File: config.mk
export PLATFORM = sky130hd
export DESIGN_NAME = pipe_reg_chain
export DESIGN_NICKNAME = d
export VERILOG_FILES = /design/src/rtl/aww_types_pkg.sv /design/src/rtl/pipe_stage.sv /design/src/rtl/pipe_reg_chain.sv
export SDC_FILE = /design/constraint.sdc
export NUM_CORES = 1
export LEC_CHECK = 0
export CORE_ASPECT_RATIO = 0.9
export CORE_MARGIN = 10
export CORE_UTILIZATION = 45
export DETAILED_ROUTE_END_ITERATION = 8
export PLACE_DENSITY = 0.85
export SYNTH_ARGS = -nofsm -noshare
export SYNTH_HDL_FRONTEND = slang
export SYNTH_SLANG_ARGS = --single-unit
File: constraint.sdc
create_clock -name CLK -period 6.37 [get_ports CLK]
set_input_delay 0.9555 -clock CLK [delete_from_list [all_inputs] [get_ports CLK]]
set_output_delay 0.9555 -clock CLK [all_outputs]
set_load 0.01 [all_outputs]
File: src/rtl/aww_types_pkg.sv
// Shared types for the register-chain pipeline: per-stage control and counter ops.
package aww_types_pkg;

    typedef struct packed {
        logic hold;
        logic flush;
    } stage_ctrl_t;

    typedef enum logic [1:0] {
        CNT_KEEP = 2'd0,
        CNT_INC  = 2'd1,
        CNT_CLR  = 2'd2
    } cnt_op_t;

    // Clear beats increment so software can zero a counter under any traffic.
    function automatic cnt_op_t cnt_op(input logic clr, input logic inc);
        if (clr)      return CNT_CLR;
        else if (inc) return CNT_INC;
        else          return CNT_KEEP;
    endfunction

endpackage

File: src/rtl/pipe_stage.sv
// One pipeline slot: valid + payload register with flush, hold and capture.
module pipe_stage
    import aww_types_pkg::*;
#(
    parameter int WIDTH = 32
) (
    input  logic             CLK,
    input  logic             nRST,
    input  stage_ctrl_t      ctrl,
    input  logic             cap,
    input  logic             d_valid,
    input  logic [WIDTH-1:0] d_data,
    output logic             q_valid,
    output logic [WIDTH-1:0] q_data
);

    // Flush outranks capture: anything arriving this cycle is dropped.
    always_ff @(posedge CLK or negedge nRST) begin
        if (!nRST) begin
            q_valid <= 1'b0;
            q_data  <= '0;
        end else if (ctrl.flush) begin
            q_valid <= 1'b0;
            q_data  <= '0;
        end else if (cap && !ctrl.hold) begin
            q_valid <= d_valid;
            q_data  <= d_data;
        end
    end

endmodule

File: src/rtl/pipe_reg_chain.sv
// Elastic register chain with per-stage hold/flush, bubble collapse and perf counters.
module pipe_reg_chain
    import aww_types_pkg::*;
#(
    parameter int NSTAGE = 4,
    parameter int WIDTH  = 32,
    parameter int CNTW   = 16
) (
    input  logic                     CLK,
    input  logic                     nRST,
    input  logic                     freeze,
    input  logic                     in_valid,
    input  logic [WIDTH-1:0]         in_data,
    output logic                     in_ready,
    input  logic [NSTAGE-1:0]        stage_hold,
    input  logic [NSTAGE-1:0]        stage_flush,
    input  logic                     out_ready,
    output logic [NSTAGE-1:0]        stg_valid,
    output logic [NSTAGE*WIDTH-1:0]  stg_data,
    output logic                     out_valid,
    input  logic                     cnt_clr,
    output logic [CNTW-1:0]          bubble_cnt,
    output logic [CNTW-1:0]          stall_cnt
);

    logic [NSTAGE-1:0]             accept, move;
    logic [NSTAGE-1:0]             up_valid;
    logic [NSTAGE-1:0][WIDTH-1:0]  up_data, stg_q;

    // Ready ripples combinationally from the output back to stage 0.
    always_comb begin
        accept = '0;
        move   = '0;
        move[NSTAGE-1]   = stg_valid[NSTAGE-1] & out_ready & ~stage_hold[NSTAGE-1];
        accept[NSTAGE-1] = ~freeze & ~stage_hold[NSTAGE-1] & (~stg_valid[NSTAGE-1] | move[NSTAGE-1]);
        for (int i = NSTAGE-2; i >= 0; i--) begin
            move[i]   = stg_valid[i] & accept[i+1];
            accept[i] = ~freeze & ~stage_hold[i] & (~stg_valid[i] | move[i]);
        end
    end

    assign in_ready  = accept[0];
    assign out_valid = stg_valid[NSTAGE-1];
    assign up_valid  = {stg_valid[NSTAGE-2:0], in_valid};
    assign up_data   = {stg_q[NSTAGE-2:0], in_data};
    assign stg_data  = stg_q;

    for (genvar g = 0; g < NSTAGE; g++) begin : g_stage
        stage_ctrl_t ctrl;
        assign ctrl.hold  = stage_hold[g] | freeze;
        assign ctrl.flush = stage_flush[g] & ~freeze;

        pipe_stage #(.WIDTH(WIDTH)) u_stage (
            .CLK     (CLK),
            .nRST    (nRST),
            .ctrl    (ctrl),
            .cap     (accept[g]),
            .d_valid (up_valid[g]),
            .d_data  (up_data[g]),
            .q_valid (stg_valid[g]),
            .q_data  (stg_q[g])
        );
    end

    cnt_op_t bubble_op, stall_op;
    assign bubble_op = cnt_op(cnt_clr, ~freeze & ~out_valid);
    assign stall_op  = cnt_op(cnt_clr, ~freeze & out_valid &
                                       (~out_ready | stage_hold[NSTAGE-1]));

    always_ff @(posedge CLK or negedge nRST) begin
        if (!nRST) begin
            bubble_cnt <= '0;
            stall_cnt  <= '0;
        end else begin
            case (bubble_op)
                CNT_CLR: bubble_cnt <= '0;
                CNT_INC: if (bubble_cnt != '1) bubble_cnt <= bubble_cnt + CNTW'(1);
                default: ;
            endcase
            case (stall_op)
                CNT_CLR: stall_cnt <= '0;
                CNT_INC: if (stall_cnt != '1) stall_cnt <= stall_cnt + CNTW'(1);
                default: ;
            endcase
        end
    end

endmodule
### Word-level counts from Yosys, hierarchy flattened

Index checks and enable logic that the tools add are counted.

* multiplexer cells: 24
* add/sub/neg operators: 2
* reduce and logical (&&, ||, !) cells: 16
* eq/ne operators: 8
* bitwise gates (word level): 39

Operator list (number)
* 32-bit 2-to-1 mux: 8
* 16-bit one-hot mux with 2 select lines: 2
* 16-bit by 1-bit adder with 16-bit output, second input constant: 2
* 16-bit 2-to-1 mux: 2
* 16-bit inequality test, second input constant: 2
* 1-bit bitwise AND: 20
* 2-bit nonzero test: 6
* 1-bit 2-to-1 mux: 10
* 1-bit NOT: 10
* 1-bit bitwise OR: 9
* 2-bit by 1-bit == test with 1-bit output, second input constant: 2
* 2-bit == test, second input constant: 2
* 1-bit logical AND: 4
* 1-bit zero test: 4
* 2-bit 2-to-1 mux: 2
* 2-bit inequality test, second input constant: 2
* 2-bit AND reduction: 2

* output and inout bits: 166
* register bits: 164

### Depth between registers and ports, before layout

Gate-level depths: netlist (run 1).

* word-level depth: 16
* gate-level depth with buffers: 8
* mapped depth without buffers: 6

### Cells and area by module

Synthesis (run 1) repeated with hierarchy kept, for this count alone.

* cell total of the unflattened synthesis: 802
* area total of the unflattened synthesis: 9043.7 µm²

Modules (own cells, without submodules)
* pipe_stage: area each 1786.7 µm², cells an instance 149, times used 4
* pipe_reg_chain: area each 1896.8 µm², cells an instance 206, times used 1

### Worst setup path after synthesis (run 1)

No wires, ideal clock.

* path type: input-to-output
* start point: in out_ready
* end point: out in_ready
* required time: 5.414 ns
* stages on the path: 4
* slack: 3.380 ns
* data arrival time: 2.035 ns
* path through: nor2b_1 -> or2_4 -> a311o_1 -> a211oi_1

* longest elaborated chain between the ends: 13

Ends and longest elaborated chain
* from (decl): RTL line pipe_reg_chain.sv:17 `input logic out_ready,`
* 1-bit bitwise AND (2 in a row): RTL line pipe_reg_chain.sv:34 `move[NSTAGE-1] = stg_valid[NSTAGE-1] & out_ready & ~stage_hold[NSTAGE-1];`
* 1-bit bitwise OR: RTL line pipe_reg_chain.sv:35 `accept[NSTAGE-1] = ~freeze & ~stage_hold[NSTAGE-1] & (~stg_valid[NSTAGE-1] | move[NSTAGE-1]);`
* 1-bit bitwise AND: RTL line pipe_reg_chain.sv:35
* 1-bit bitwise AND: RTL line pipe_reg_chain.sv:37 `move[i] = stg_valid[i] & accept[i+1];`
* 1-bit bitwise OR: RTL line pipe_reg_chain.sv:38 `accept[i] = ~freeze & ~stage_hold[i] & (~stg_valid[i] | move[i]);`
* 1-bit bitwise AND: RTL line pipe_reg_chain.sv:38
* 1-bit bitwise AND: RTL line pipe_reg_chain.sv:37
* 1-bit bitwise OR: RTL line pipe_reg_chain.sv:38
* 1-bit bitwise AND: RTL line pipe_reg_chain.sv:38
* 1-bit bitwise AND: RTL line pipe_reg_chain.sv:37
* 1-bit bitwise OR: RTL line pipe_reg_chain.sv:38
* 1-bit bitwise AND: RTL line pipe_reg_chain.sv:38
* to (decl): RTL line pipe_reg_chain.sv:14 `output logic in_ready,`

No other way between the ends.

### Final worst setup path (run 1)

* start point: in freeze
* end point: out in_ready

* longest elaborated chain between the ends: 12
* elaborated cells between the ends (all ways): 15

Ends and longest elaborated chain
* from (decl): RTL line pipe_reg_chain.sv:11 `input logic freeze,`
* 1-bit NOT (*): RTL line pipe_reg_chain.sv:35, pipe_reg_chain.sv:38
* 1-bit bitwise AND (2 in a row): RTL line pipe_reg_chain.sv:35
* 1-bit bitwise AND: RTL line pipe_reg_chain.sv:37
* 1-bit bitwise OR: RTL line pipe_reg_chain.sv:38
* 1-bit bitwise AND: RTL line pipe_reg_chain.sv:38
* 1-bit bitwise AND: RTL line pipe_reg_chain.sv:37
* 1-bit bitwise OR: RTL line pipe_reg_chain.sv:38
* 1-bit bitwise AND: RTL line pipe_reg_chain.sv:38
* 1-bit bitwise AND: RTL line pipe_reg_chain.sv:37
* 1-bit bitwise OR: RTL line pipe_reg_chain.sv:38
* 1-bit bitwise AND (*): RTL line pipe_reg_chain.sv:38

Every way passes the cells marked *; elsewhere a longest branch is shown, timed or not.

==> report_table.html, run 1 <==
<table>
<tr><th>Metric</th><th>Value</th></tr>
<tr><th colspan="2">Logic synthesis</th></tr>
<tr><td>Share of flip-flops with an asynchronous set or reset after synthesis</td><td>1.00</td></tr>
<tr><td>Cells after synthesis</td><td>515</td></tr>
<tr><td>Flip-flop and latch count after synthesis</td><td>164</td></tr>
<tr><td>Synthesized net count</td><td>563</td></tr>
<tr><td>Yosys top cell by area</td><td>dfrtp_1</td></tr>
<tr><td>Number of synthesis warnings</td><td>0</td></tr>
<tr><td>Sequential share of the synthesized area</td><td>0.624</td></tr>
<tr><td>Total standard cell area after synthesis</td><td>6580 µm²</td></tr>
<tr><td>Distinct cell type count after synthesis</td><td>45</td></tr>
<tr><td>Top cells by area, synth</td><td>dfrtp_1 62%, a22o_1 17%, xor2_1 2.1%</td></tr>
<tr><td>Leading register cell type out of synthesis</td><td>dfrtp_1</td></tr>
<tr><td>Per-instance average area after synthesis</td><td>12.8 µm²</td></tr>
<tr><td>Share of the synthesized area in the top cell type</td><td>0.624</td></tr>
<tr><td>EDFF count, synth</td><td>0</td></tr>
<tr><th colspan="2">Layout</th></tr>
<tr><td>Final net count</td><td>765</td></tr>
<tr><td>Area overhead of the layout relative to synthesis</td><td>43.8%</td></tr>
<tr><td>Fraction of layout cells with a size suffix above 1</td><td>0.0753</td></tr>
<tr><th colspan="2">STA</th></tr>
<tr><td>Transition time of the tightest slew-check pin</td><td>1210 ps</td></tr>
<tr><td>Post-layout worst setup margin</td><td>2000 ps</td></tr>
<tr><td>Clock skew after layout</td><td>9.58 ps</td></tr>
<tr><td>Period utilization</td><td>0.686</td></tr>
<tr><td>Maximum operating frequency</td><td>229 MHz</td></tr>
<tr><td>Final TNS setup</td><td>0 ps</td></tr>
<tr><td>Unrepaired setup endpoints after global routing</td><td>false</td></tr>
<tr><td>Count of final setup violators</td><td>0</td></tr>
<tr><td>Shortest clock period the worst path allows after layout</td><td>4370 ps</td></tr>
<tr><td>Number of failing hold endpoints at the final stage</td><td>0</td></tr>
<tr><td>Max-slew violation total from the final report</td><td>0</td></tr>
<tr><td>Worst slew slack as a fraction of its limit</td><td>0.194</td></tr>
<tr><th colspan="2">Clock network</th></tr>
<tr><td>H-tree levels</td><td>4</td></tr>
<tr><td>Post-cts sizing count</td><td>0</td></tr>
<tr><td>Clock insertion delay at the later pin of the skew report</td><td>420 ps</td></tr>
<tr><td>Worst-case clock buffer depth</td><td>2</td></tr>
<tr><td>CTS tree</td><td>done</td></tr>
<tr><td>Hold buffer count at CTS</td><td>0</td></tr>
<tr><td>CTS clock-pin slew for the worst setup and hold paths</td><td>60 ps</td></tr>
<tr><td>Root cell of the clock tree</td><td>clkbuf_16</td></tr>
<tr><td>Post-CTS setup buffer count</td><td>0</td></tr>
<tr><td>Clk sinks</td><td>164</td></tr>
<tr><td>CTS buffer count</td><td>17</td></tr>
<tr><th colspan="2">Global route</th></tr>
<tr><td>Total GRT Usage</td><td>0.196</td></tr>
<tr><td>Grt total ovfl</td><td>0</td></tr>
<tr><td>Wire length of the first global-routing pass</td><td>31100 µm</td></tr>
<tr><td>Largest net degree at the start of global routing</td><td>103</td></tr>
<tr><td>Antenna violations before repair</td><td>2</td></tr>
<tr><td>Via count of the first global-routing pass</td><td>5489</td></tr>
<tr><th colspan="2">Place</th></tr>
<tr><td>HPWL after DPL</td><td>14200 µm</td></tr>
<tr><td>Final weighted congestion in routability-driven placement</td><td>0.864</td></tr>
<tr><td>Pre-CTS setup slack</td><td>2030 ps</td></tr>
<tr><td>Buffers added on ports</td><td>211</td></tr>
<tr><th colspan="2">Routing</th></tr>
<tr><td>Remaining design rule violation count</td><td>0</td></tr>
<tr><td>Drt wl/cell</td><td>21.4 µm</td></tr>
<tr><td>Post-DRT Antenna Nets</td><td>0</td></tr>
<tr><td>Post-DR vias/cell</td><td>5.64</td></tr>
<tr><td>Drt first-iter violations</td><td>416</td></tr>
<tr><td>Aggregate routed wire length</td><td>19700 µm</td></tr>
<tr><td>Number of search-and-repair iterations in the first detailed-routing pass</td><td>4</td></tr>
<tr><td>Count of vias placed by the detailed router</td><td>5212</td></tr>
<tr><th colspan="2">Power and ir drop</th></tr>
<tr><td>Internal power</td><td>1830 µW</td></tr>
<tr><td>Ratio of total power to cell area</td><td>257 nW/µm²</td></tr>
<tr><td>Part of the total power dissipated in sequential elements</td><td>0.463</td></tr>
<tr><td>Fraction of power consumed by combinational cells</td><td>0.108</td></tr>
<tr><td>Leak Pwr</td><td>0.00412 µW</td></tr>
<tr><td>Switching share of power</td><td>0.246</td></tr>
<tr><td>Clock group share of total power</td><td>0.429</td></tr>
<tr><td>Total net switching power</td><td>597 µW</td></tr>
<tr><td>Maximum resistive drop on vdd</td><td>0.211 mV</td></tr>
<tr><th colspan="2">Job</th></tr>
<tr><td>Count of max-cap constraint violations</td><td>0</td></tr>
<tr><th colspan="2">Setup path</th></tr>
<tr><td>Crit. End Element</td><td>output port</td></tr>
<tr><td>Arrival time of data at the critical path endpoint</td><td>3410 ps</td></tr>
<tr><td>Critical Path Start Type</td><td>primary input</td></tr>
<tr><td>Critical path start-end classification</td><td>primary input to output port</td></tr>
<tr><td>Top fanout value on the critical path</td><td>20</td></tr>
<tr><td>Required arrival time at the worst endpoint</td><td>5410 ps</td></tr>
<tr><th colspan="2">Floorplanning</th></tr>
<tr><td>Die extent in x</td><td>147 µm</td></tr>
<tr><td>Number of placement rows</td><td>41</td></tr>
<tr><td>Vertical extent of the die</td><td>135 µm</td></tr>
<tr><td>Die outline area</td><td>19900 µm²</td></tr>
<tr><td>Initial core utilization</td><td>0.464</td></tr>
<tr><td>Std-Cell Core Area</td><td>14200 µm²</td></tr>
<tr><td>Number of top-level pins</td><td>212</td></tr>
<tr><th colspan="2">Worst hold path</th></tr>
<tr><td>Worst min-delay path category</td><td>flop to flop</td></tr>
<tr><th colspan="2">Run status</th></tr>
<tr><td>Run status</td><td>completed</td></tr>
</table>
-- sequential cells by signal (all words and copies together) (netlist names) --
signal / count
g_stage.u_stage.q_data: 128
bubble_cnt: 16
stall_cnt: 16
g_stage.u_stage.q_valid: 4
-- final cells by class --
type	instances	area (µm²)
diodes	1	2.50
clock buffers	20	467
clock inverters	12	141
fillers	1058	4710
inverters	8	30.0
multi-input cells	306	2290
flip-flops and latches	164	4100
well taps	193	241
repair buffers	220	2180
-- metal layers --
metal / part of all wire / routed length, µm / global-route usage / vias up
met5: 0.00066 / 13 / 0 / -
met4: 0.016 / 310 / 0.0583 / 2
met3: 0.090 / 1770 / 0.0949 / 23
met2: 0.50 / 9840 / 0.324 / 156
met1: 0.40 / 7820 / 0.221 / 2659
li1: - / - / - / 2372
-- Yosys cell counts, drive strengths merged (5+ instances only) --
master / number
o21ai: 17
nor3: 6
nand2: 15
dfrtp: 164
or4: 5
inv: 8
o211ai: 10
nand3: 10
xor2: 16
nand4: 5
or3: 5
buf: 11
and3: 7
nor2b: 7
nor2: 25
o2111ai: 6
a21oi: 9
clkbuf: 26
a22o: 128
-- per-stage QoR --
step / total power (µW) / utilization / hold slack, ps / instances / instance area, µm²
3_5_place_dp: 1410 / 0.625 / 493 / 891 / 8840
5_1_grt: 2520 / 0.667 / 519 / 923 / 9450
2_1_floorplan: 1240 / - / 529 / 515 / 6580
3_3_place_gp: 1400 / 0.625 / 488 / 891 / 8840
4_1_cts: 2460 / 0.667 / 509 / 923 / 9450
6_report: 2430 / 0.668 / 507 / 924 / 9450
-- path summary, 6_finish.rpt --
| path | end | cells past startpoint | slack, ps | start |
|---|---|---|---|---|
| max in group asynchronous | g_stage[0].u_stage.q_data[31]$_DFFE_PN0P_ | 2 | 4370 | nRST |
| min reg2reg | g_stage[3].u_stage.q_data[21]$_DFFE_PN0P_ | 1 | 510 | g_stage[3].u_stage.q_data[21]$_DFFE_PN0P_ |
| max reg2reg | g_stage[0].u_stage.q_data[4]$_DFFE_PN0P_ | 6 | 3990 | g_stage[3].u_stage.q_valid$_DFFE_PN0P_ |
| max | in_ready | 5 | 2000 | freeze |
| min in group asynchronous | g_stage[0].u_stage.q_data[26]$_DFFE_PN0P_ | 1 | 610 | nRST |
| min | g_stage[3].u_stage.q_data[21]$_DFFE_PN0P_ | 1 | 510 | g_stage[3].u_stage.q_data[21]$_DFFE_PN0P_ |
-- worst max-delay path, stage by stage --
cell and delay, ps:
clkdlybuf4s50_1 790, o21a_1 370, a311o_1 410, a211oi_1 270
clkdlybuf4s50_1 600
-- power by group through the flow --
stage	clock network [µW]	registers, µW	logic, µW
after global placement	0	1140	260
after CTS	1060	1120	268
after global routing	1100	1130	284
final	1040	1120	264
after floorplan	0	1150	85.7
after detailed placement	0	1140	266
-- kinds of logic after synthesis --
| group | synth area share |
|---|---|
| DFF | 0.624 |
| and+or+nand+nor | 0.0773 |
| AOI/OAI and AO/OA | 0.237 |
| buffers and inverters | 0.0322 |
| adders and majority gates | 0.00381 |
| muxes | 0.00304 |
| xor gates and xnor gates | 0.0226 |
-- layout by cell type (no fill, tap or decap), types with 3 or more instances in the layout --
| cell | instances |
|---|---|
| nand2_1 | 15 |
| nor2_1 | 25 |
| o21ai_1 | 3 |
| o211ai_1 | 9 |
| clkbuf_8 | 3 |
| nor2b_1 | 7 |
| o2111ai_1 | 6 |
| nand3_1 | 10 |
| a22o_1 | 128 |
| dfrtp_1 | 164 |
| inv_1 | 8 |
| a21oi_1 | 9 |
| or4_1 | 5 |
| nor3_1 | 4 |
| o311ai_0 | 4 |
| o21ai_0 | 14 |
| or2_2 | 3 |
| o31ai_1 | 4 |
| buf_4 | 9 |
| xor2_1 | 16 |
| or3_1 | 5 |
| nand4_1 | 5 |
| and3_1 | 7 |
| clkbuf_16 | 17 |
| clkdlybuf4s50_1 | 210 |
| o21bai_2 | 3 |
| inv_6 | 4 |
No activity file was read; power rests on OpenSTA's default activity.
==> run 2, diff against run 1 <==
Settings changed: CORE_UTILIZATION 45 to 42, PLACE_DENSITY 0.85 to 0.84.
Clock period 6.37 ns to 3.95 ns, I/O delays scaled along.
==> run 2 against run 1 <==
  * First-iteration DRC count shrank 46%
  * Largest power group unchanged
  * Sequential share of layout area shrank 0.12 points
  * Flip-flop and latch count is the same
  * Clock power grew 60%
  * Critical path depth grew 1
  * Combinational power grew 63%
  * Worst setup slack lost 1300 ps
  * Die area grew 6.1%
  * Power grew 61%
  * Sequential power grew 63%
  * Global-route usage shrank 0.63 points
==> report_table.html, run 2 (same netlist as run 1, synthesis figures left out) <==
<table>
<tr><th>Metric</th><th>Value</th></tr>
<tr><th colspan="2">STA</th></tr>
<tr><td>Maximum operating frequency</td><td>306 MHz</td></tr>
<tr><td>Post-layout worst setup margin</td><td>681 ps</td></tr>
<tr><td>Clock skew after layout</td><td>9.42 ps</td></tr>
<tr><td>Final TNS setup</td><td>0 ps</td></tr>
<tr><td>Period utilization</td><td>0.828</td></tr>
<tr><td>Shortest clock period the worst path allows after layout</td><td>3270 ps</td></tr>
<tr><td>Max-slew violation total from the final report</td><td>0</td></tr>
<tr><td>Number of failing hold endpoints at the final stage</td><td>0</td></tr>
<tr><td>Transition time of the tightest slew-check pin</td><td>1060 ps</td></tr>
<tr><td>Worst slew slack as a fraction of its limit</td><td>0.293</td></tr>
<tr><td>Unrepaired setup endpoints after global routing</td><td>false</td></tr>
<tr><td>Count of final setup violators</td><td>0</td></tr>
<tr><th colspan="2">Floorplanning</th></tr>
<tr><td>Number of top-level pins</td><td>212</td></tr>
<tr><td>Number of placement rows</td><td>43</td></tr>
<tr><td>Die outline area</td><td>21100 µm²</td></tr>
<tr><td>Std-Cell Core Area</td><td>15400 µm²</td></tr>
<tr><td>Initial core utilization</td><td>0.427</td></tr>
<tr><td>Die extent in x</td><td>152 µm</td></tr>
<tr><td>Vertical extent of the die</td><td>139 µm</td></tr>
<tr><th colspan="2">Layout</th></tr>
<tr><td>Area of the multi-input gates</td><td>2290 µm²</td></tr>
<tr><td>Fillcell total</td><td>1169</td></tr>
<tr><td>Largest registers ranked by flip-flop count</td><td>g_stage.u_stage.q_data: 128 flops, bubble_cnt: 16 flops, stall_cnt: 16 flops</td></tr>
<tr><td>Final standard cell area without fillers</td><td>9480 µm²</td></tr>
<tr><td>Most common cell after layout, fill and taps aside</td><td>clkdlybuf4s50_1</td></tr>
<tr><td>Area overhead of the layout relative to synthesis</td><td>44.2%</td></tr>
<tr><td>Highest-count cells in the layout ignoring fill and taps</td><td>210 x clkdlybuf4s50_1, 164 x dfrtp_1, 128 x a22o_1</td></tr>
<tr><td>Fraction of layout cells with a size suffix above 1</td><td>0.0778</td></tr>
<tr><td>Largest reg by FF count</td><td>g_stage.u_stage.q_data</td></tr>
<tr><td>Number of flip-flops in the largest register</td><td>128</td></tr>
<tr><td>Combined flip-flop and latch cell area</td><td>4100 µm²</td></tr>
<tr><td>Final net count</td><td>768</td></tr>
<tr><th colspan="2">Routing</th></tr>
<tr><td>Aggregate routed wire length</td><td>20300 µm</td></tr>
<tr><td>Drt wl/cell</td><td>21.7 µm</td></tr>
<tr><td>Number of search-and-repair iterations in the first detailed-routing pass</td><td>4</td></tr>
<tr><td>Remaining design rule violation count</td><td>0</td></tr>
<tr><td>Drt first-iter violations</td><td>225</td></tr>
<tr><td>Count of vias placed by the detailed router</td><td>5270</td></tr>
<tr><td>Post-DR vias/cell</td><td>5.63</td></tr>
<tr><td>Post-DRT Antenna Nets</td><td>0</td></tr>
<tr><th colspan="2">Clock network</th></tr>
<tr><td>Post-cts sizing count</td><td>0</td></tr>
<tr><td>Clk sinks</td><td>164</td></tr>
<tr><td>CTS tree</td><td>done</td></tr>
<tr><td>Worst-case clock buffer depth</td><td>2</td></tr>
<tr><td>CTS buffer count</td><td>17</td></tr>
<tr><td>CTS clock-pin slew for the worst setup and hold paths</td><td>60 ps</td></tr>
<tr><td>Post-CTS setup buffer count</td><td>0</td></tr>
<tr><td>H-tree levels</td><td>4</td></tr>
<tr><td>Clock insertion delay at the later pin of the skew report</td><td>420 ps</td></tr>
<tr><td>Root cell of the clock tree</td><td>clkbuf_16</td></tr>
<tr><td>Hold buffer count at CTS</td><td>0</td></tr>
<tr><th colspan="2">Global route</th></tr>
<tr><td>Grt total ovfl</td><td>0</td></tr>
<tr><td>Total GRT Usage</td><td>0.190</td></tr>
<tr><td>Largest net degree at the start of global routing</td><td>121</td></tr>
<tr><td>Via count of the first global-routing pass</td><td>5643</td></tr>
<tr><td>Antenna violations before repair</td><td>3</td></tr>
<tr><td>Wire length of the first global-routing pass</td><td>32600 µm</td></tr>
<tr><th colspan="2">Worst hold path</th></tr>
<tr><td>Worst min-delay path category</td><td>primary input to async pin</td></tr>
<tr><th colspan="2">Setup path</th></tr>
<tr><td>Top fanout value on the critical path</td><td>5</td></tr>
<tr><td>Arrival time of data at the critical path endpoint</td><td>2680 ps</td></tr>
<tr><td>Crit. End Element</td><td>output port</td></tr>
<tr><td>Required arrival time at the worst endpoint</td><td>3360 ps</td></tr>
<tr><td>Critical Path Start Type</td><td>primary input</td></tr>
<tr><td>Worst-case reg-to-reg path depth</td><td>6</td></tr>
<tr><td>Critical path start-end classification</td><td>primary input to output port</td></tr>
<tr><th colspan="2">Power and ir drop</th></tr>
<tr><td>Ratio of total power to cell area</td><td>412 nW/µm²</td></tr>
<tr><td>Leak Pwr</td><td>0.00412 µW</td></tr>
<tr><td>Maximum resistive drop on vdd</td><td>0.334 mV</td></tr>
<tr><th colspan="2">Job</th></tr>
<tr><td>Count of max-cap constraint violations</td><td>0</td></tr>
<tr><th colspan="2">Place</th></tr>
<tr><td>Buffers added on ports</td><td>211</td></tr>
<tr><td>HPWL after DPL</td><td>14400 µm</td></tr>
<tr><td>Final weighted congestion in routability-driven placement</td><td>0.816</td></tr>
<tr><td>Cell Area, Placed</td><td>8880 µm²</td></tr>
<tr><td>Pre-CTS setup slack</td><td>656 ps</td></tr>
<tr><th colspan="2">Run status</th></tr>
<tr><td>Run status</td><td>completed</td></tr>
</table>
[run 2: cell count changes in the layout (fill, tap and decap cells not counted), sizes merged]
cell and change:
buf +3, clkbuf -2, clkinvlp +2
[run 2: worst max-delay path: stages]
cell and delay [ps]:
clkdlybuf4s50_1 470, nor2b_1 60, or2_4 260, a311o_1 450, a211oi_1 270, clkdlybuf4s50_1 580
[run 2: layout make-up]
| type | instances | share of cell area |
|---|---|---|
| multi-input cells | 306 | 0.241 |
| well taps | 202 | 0.0267 |
| flip-flops and latches | 164 | 0.433 |
| inverters | 8 | 0.00317 |
| diodes | 1 | 0.000264 |
| clock inverters | 14 | 0.0181 |
| clock buffers | 18 | 0.0453 |
| repair buffers | 223 | 0.232 |
[run 2: final timing paths]
kind / from / endpoint / slack (ps)
setup / recovery: out_ready / in_ready / 680
hold / removal: nRST / g_stage[0].u_stage.q_data[28]$_DFFE_PN0P_ / 320
setup reg to reg: g_stage[3].u_stage.q_valid$_DFFE_PN0P_ / g_stage[0].u_stage.q_data[2]$_DFFE_PN0P_ / 1560
hold reg to reg: g_stage[3].u_stage.q_data[14]$_DFFE_PN0P_ / g_stage[3].u_stage.q_data[14]$_DFFE_PN0P_ / 510
max in group asynchronous: nRST / g_stage[2].u_stage.q_data[18]$_DFFE_PN0P_ / 2660
min in group CLK: g_stage[3].u_stage.q_data[14]$_DFFE_PN0P_ / g_stage[3].u_stage.q_data[14]$_DFFE_PN0P_ / 510
[run 2: power breakdown]
part | internal [µW] | leakage, µW | switching [µW]
combinational | 219 | 0.00157 | 209
sequential | 1750 | 0.00226 | 70.4
clock | 951 | 0.000283 | 713
[run 2: per-layer routing]
metal	wire, µm	track usage	vias to the layer above
li1	-	-	2377
met5	32	0	-
met2	10200	0.317	177
met1	7930	0.212	2684
met4	384	0.0582	4
met3	1790	0.0878	28
[run 2: per-stage QoR]
step                      utilization  total power [µW]  hold slack [ps]  std cells
final                           0.616              3910              324        936
after global routing            0.616              4050              406        935
after CTS                       0.616              3940              381        935
after detailed placement        0.577              2280              491        903
after global placement          0.577              2260              488        903
after floorplan                     -              2000              297        515
==> run 3, diff against run 2 <==
Clock period 3.95 ns to 2.79 ns, I/O delays scaled along.
==> run 3 against run 2 <==
  * Critical path type unchanged
  * Die area unchanged
  * Worst hold slack worse by 290 ps
  * First-iteration DRC count rose by 31%
  * Clock power is 35% higher
  * Count of clock-buffer cells in the layout rose by 1
  * Register-to-register slack lost 1000 ps
  * Global-route usage fell by 0.42 points
  * Power grew 39%
  * Sequential power increased by 41%
==> report_table.html, run 3 (same netlist as run 1, synthesis figures left out) <==
<table>
<tr><th>Metric</th><th>Value</th></tr>
<tr><th colspan="2">Global route</th></tr>
<tr><td>Via count of the first global-routing pass</td><td>5666</td></tr>
<tr><td>Antenna violations before repair</td><td>1</td></tr>
<tr><td>Met1 demand-to-capacity share in global routing</td><td>0.217</td></tr>
<tr><td>Grt total ovfl</td><td>0</td></tr>
<tr><td>Busiest layer in global routing</td><td>met2</td></tr>
<tr><td>Met2 Use GR</td><td>0.307</td></tr>
<tr><td>Routing usage on met3</td><td>0.0766</td></tr>
<tr><td>Total GRT Usage</td><td>0.186</td></tr>
<tr><td>Wire length of the first global-routing pass</td><td>32200 µm</td></tr>
<tr><td>Largest net degree at the start of global routing</td><td>81</td></tr>
<tr><th colspan="2">Layout</th></tr>
<tr><td>Area overhead of the layout relative to synthesis</td><td>45.6%</td></tr>
<tr><td>Number of flip-flops in the largest register</td><td>128</td></tr>
<tr><td>Highest-count cells in the layout ignoring fill and taps</td><td>209 x clkdlybuf4s50_1, 164 x dfrtp_1, 128 x a22o_1</td></tr>
<tr><td>Fraction of layout cells with a size suffix above 1</td><td>0.0889</td></tr>
<tr><td>Largest registers ranked by flip-flop count</td><td>g_stage.u_stage.q_data: 128 flops, bubble_cnt: 16 flops, stall_cnt: 16 flops</td></tr>
<tr><td>Largest reg by FF count</td><td>g_stage.u_stage.q_data</td></tr>
<tr><td>Most common cell after layout, fill and taps aside</td><td>clkdlybuf4s50_1</td></tr>
<tr><td>Final net count</td><td>777</td></tr>
<tr><th colspan="2">STA</th></tr>
<tr><td>Maximum operating frequency</td><td>401 MHz</td></tr>
<tr><td>Max-slew violation total from the final report</td><td>0</td></tr>
<tr><td>Clock skew after layout</td><td>7.68 ps</td></tr>
<tr><td>Transition time of the tightest slew-check pin</td><td>741 ps</td></tr>
<tr><td>Worst slew slack as a fraction of its limit</td><td>0.506</td></tr>
<tr><td>Period utilization</td><td>0.893</td></tr>
<tr><td>Final TNS setup</td><td>0 ps</td></tr>
<tr><td>Post-layout worst setup margin</td><td>299 ps</td></tr>
<tr><td>Unrepaired setup endpoints after global routing</td><td>false</td></tr>
<tr><td>Count of final setup violators</td><td>0</td></tr>
<tr><td>Shortest clock period the worst path allows after layout</td><td>2490 ps</td></tr>
<tr><td>Number of failing hold endpoints at the final stage</td><td>0</td></tr>
<tr><th colspan="2">Setup path</th></tr>
<tr><td>Required arrival time at the worst endpoint</td><td>2370 ps</td></tr>
<tr><td>Critical Path Start Type</td><td>primary input</td></tr>
<tr><td>Arrival time of data at the critical path endpoint</td><td>2070 ps</td></tr>
<tr><td>Critical path start-end classification</td><td>primary input to output port</td></tr>
<tr><td>Top fanout value on the critical path</td><td>2</td></tr>
<tr><td>Worst-case reg-to-reg path depth</td><td>6</td></tr>
<tr><td>Crit. End Element</td><td>output port</td></tr>
<tr><th colspan="2">Routing</th></tr>
<tr><td>Drt wl/cell</td><td>21.5 µm</td></tr>
<tr><td>Count of vias placed by the detailed router</td><td>5278</td></tr>
<tr><td>Post-DR vias/cell</td><td>5.59</td></tr>
<tr><td>Number of search-and-repair iterations in the first detailed-routing pass</td><td>6</td></tr>
<tr><td>Remaining design rule violation count</td><td>0</td></tr>
<tr><td>Post-DRT Antenna Nets</td><td>0</td></tr>
<tr><td>Aggregate routed wire length</td><td>20300 µm</td></tr>
<tr><td>Drt first-iter violations</td><td>294</td></tr>
<tr><th colspan="2">Floorplanning</th></tr>
<tr><td>Die outline area</td><td>21100 µm²</td></tr>
<tr><td>Number of placement rows</td><td>43</td></tr>
<tr><td>Initial core utilization</td><td>0.427</td></tr>
<tr><td>Die extent in x</td><td>152 µm</td></tr>
<tr><td>Number of top-level pins</td><td>212</td></tr>
<tr><td>Std-Cell Core Area</td><td>15400 µm²</td></tr>
<tr><td>Vertical extent of the die</td><td>139 µm</td></tr>
<tr><th colspan="2">Clock network</th></tr>
<tr><td>Worst-case clock buffer depth</td><td>2</td></tr>
<tr><td>H-tree levels</td><td>4</td></tr>
<tr><td>CTS tree</td><td>done</td></tr>
<tr><td>Clock insertion delay at the later pin of the skew report</td><td>420 ps</td></tr>
<tr><td>Post-cts sizing count</td><td>1</td></tr>
<tr><td>Post-CTS setup buffer count</td><td>0</td></tr>
<tr><td>Root cell of the clock tree</td><td>clkbuf_16</td></tr>
<tr><td>Hold buffer count at CTS</td><td>0</td></tr>
<tr><td>CTS clock-pin slew for the worst setup and hold paths</td><td>70 ps</td></tr>
<tr><td>CTS buffer count</td><td>17</td></tr>
<tr><td>Clk sinks</td><td>164</td></tr>
<tr><th colspan="2">Place</th></tr>
<tr><td>HPWL after DPL</td><td>14600 µm</td></tr>
<tr><td>Pre-CTS setup slack</td><td>6.21 ps</td></tr>
<tr><td>Buffers added on ports</td><td>211</td></tr>
<tr><td>Final weighted congestion in routability-driven placement</td><td>0.832</td></tr>
<tr><th colspan="2">Job</th></tr>
<tr><td>Count of max-cap constraint violations</td><td>0</td></tr>
<tr><th colspan="2">Power and ir drop</th></tr>
<tr><td>Leak Pwr</td><td>0.00417 µW</td></tr>
<tr><td>Ratio of total power to cell area</td><td>569 nW/µm²</td></tr>
<tr><td>Maximum resistive drop on vdd</td><td>0.438 mV</td></tr>
<tr><th colspan="2">Worst hold path</th></tr>
<tr><td>Worst min-delay path category</td><td>primary input to async pin</td></tr>
<tr><th colspan="2">Run status</th></tr>
<tr><td>Run status</td><td>completed</td></tr>
</table>
## run 3: path summary, 6_finish.rpt
path                                                           from                                        end  slack (ps)
min                                                            nRST  g_stage[1].u_stage.q_data[28]$_DFFE_PN0P_          30
max                                                       out_ready                                   in_ready         300
min in group CLK           g_stage[3].u_stage.q_data[6]$_DFFE_PN0P_   g_stage[3].u_stage.q_data[6]$_DFFE_PN0P_         510
max in group asynchronous                                      nRST     g_stage[3].u_stage.q_valid$_DFFE_PN0P_        2020
min reg2reg                g_stage[3].u_stage.q_data[6]$_DFFE_PN0P_   g_stage[3].u_stage.q_data[6]$_DFFE_PN0P_         510
max reg2reg                               bubble_cnt[0]$_DFFE_PN0P_                  bubble_cnt[5]$_DFFE_PN0P_         560
## run 3: per-layer routing
metal  routed length [µm]  vias to the layer above
li1                     -                     2394
met3                 1790                       23
met1                 8130                     2670
met2                10100                      191
met4                  315                        0
met5                    0                        -
## run 3: area by class of cell
class                           count  area (µm²)
Antenna cell                        1        2.50
Clock buffer                       19         443
Tap cell                          202         253
Timing Repair Buffer              232        2330
Inverter                            8        30.0
Clock inverter                     13         125
Multi-Input combinational cell    306        2290
Sequential cell                   164        4100
Fill cell                        1167        5810
## run 3: stage by stage
stage	power [µW]	hold slack [ps]	util	cells	cell area [µm²]
floorplan	2830	123	-	515	6580
global placement	3220	488	0.585	912	9010
detailed placement	3250	495	0.585	912	9010
CTS	5490	61.6	0.622	944	9570
global route	5630	78.3	0.622	944	9570
finish	5440	29.9	0.622	945	9580
## run 3: report_power, final
group	total (µW)	internal (µW)	switching, µW
Clock	2240	1270	978
Combinational	628	327	301
Sequential	2570	2470	101
## run 3: worst max-delay path, cell delays in order
cell and delay [ps]:
clkdlybuf4s50_1 470, nor2b_1 60, or2_4 230, a311o_1 370, a211oi_1 220, dlygate4sd2_1 300
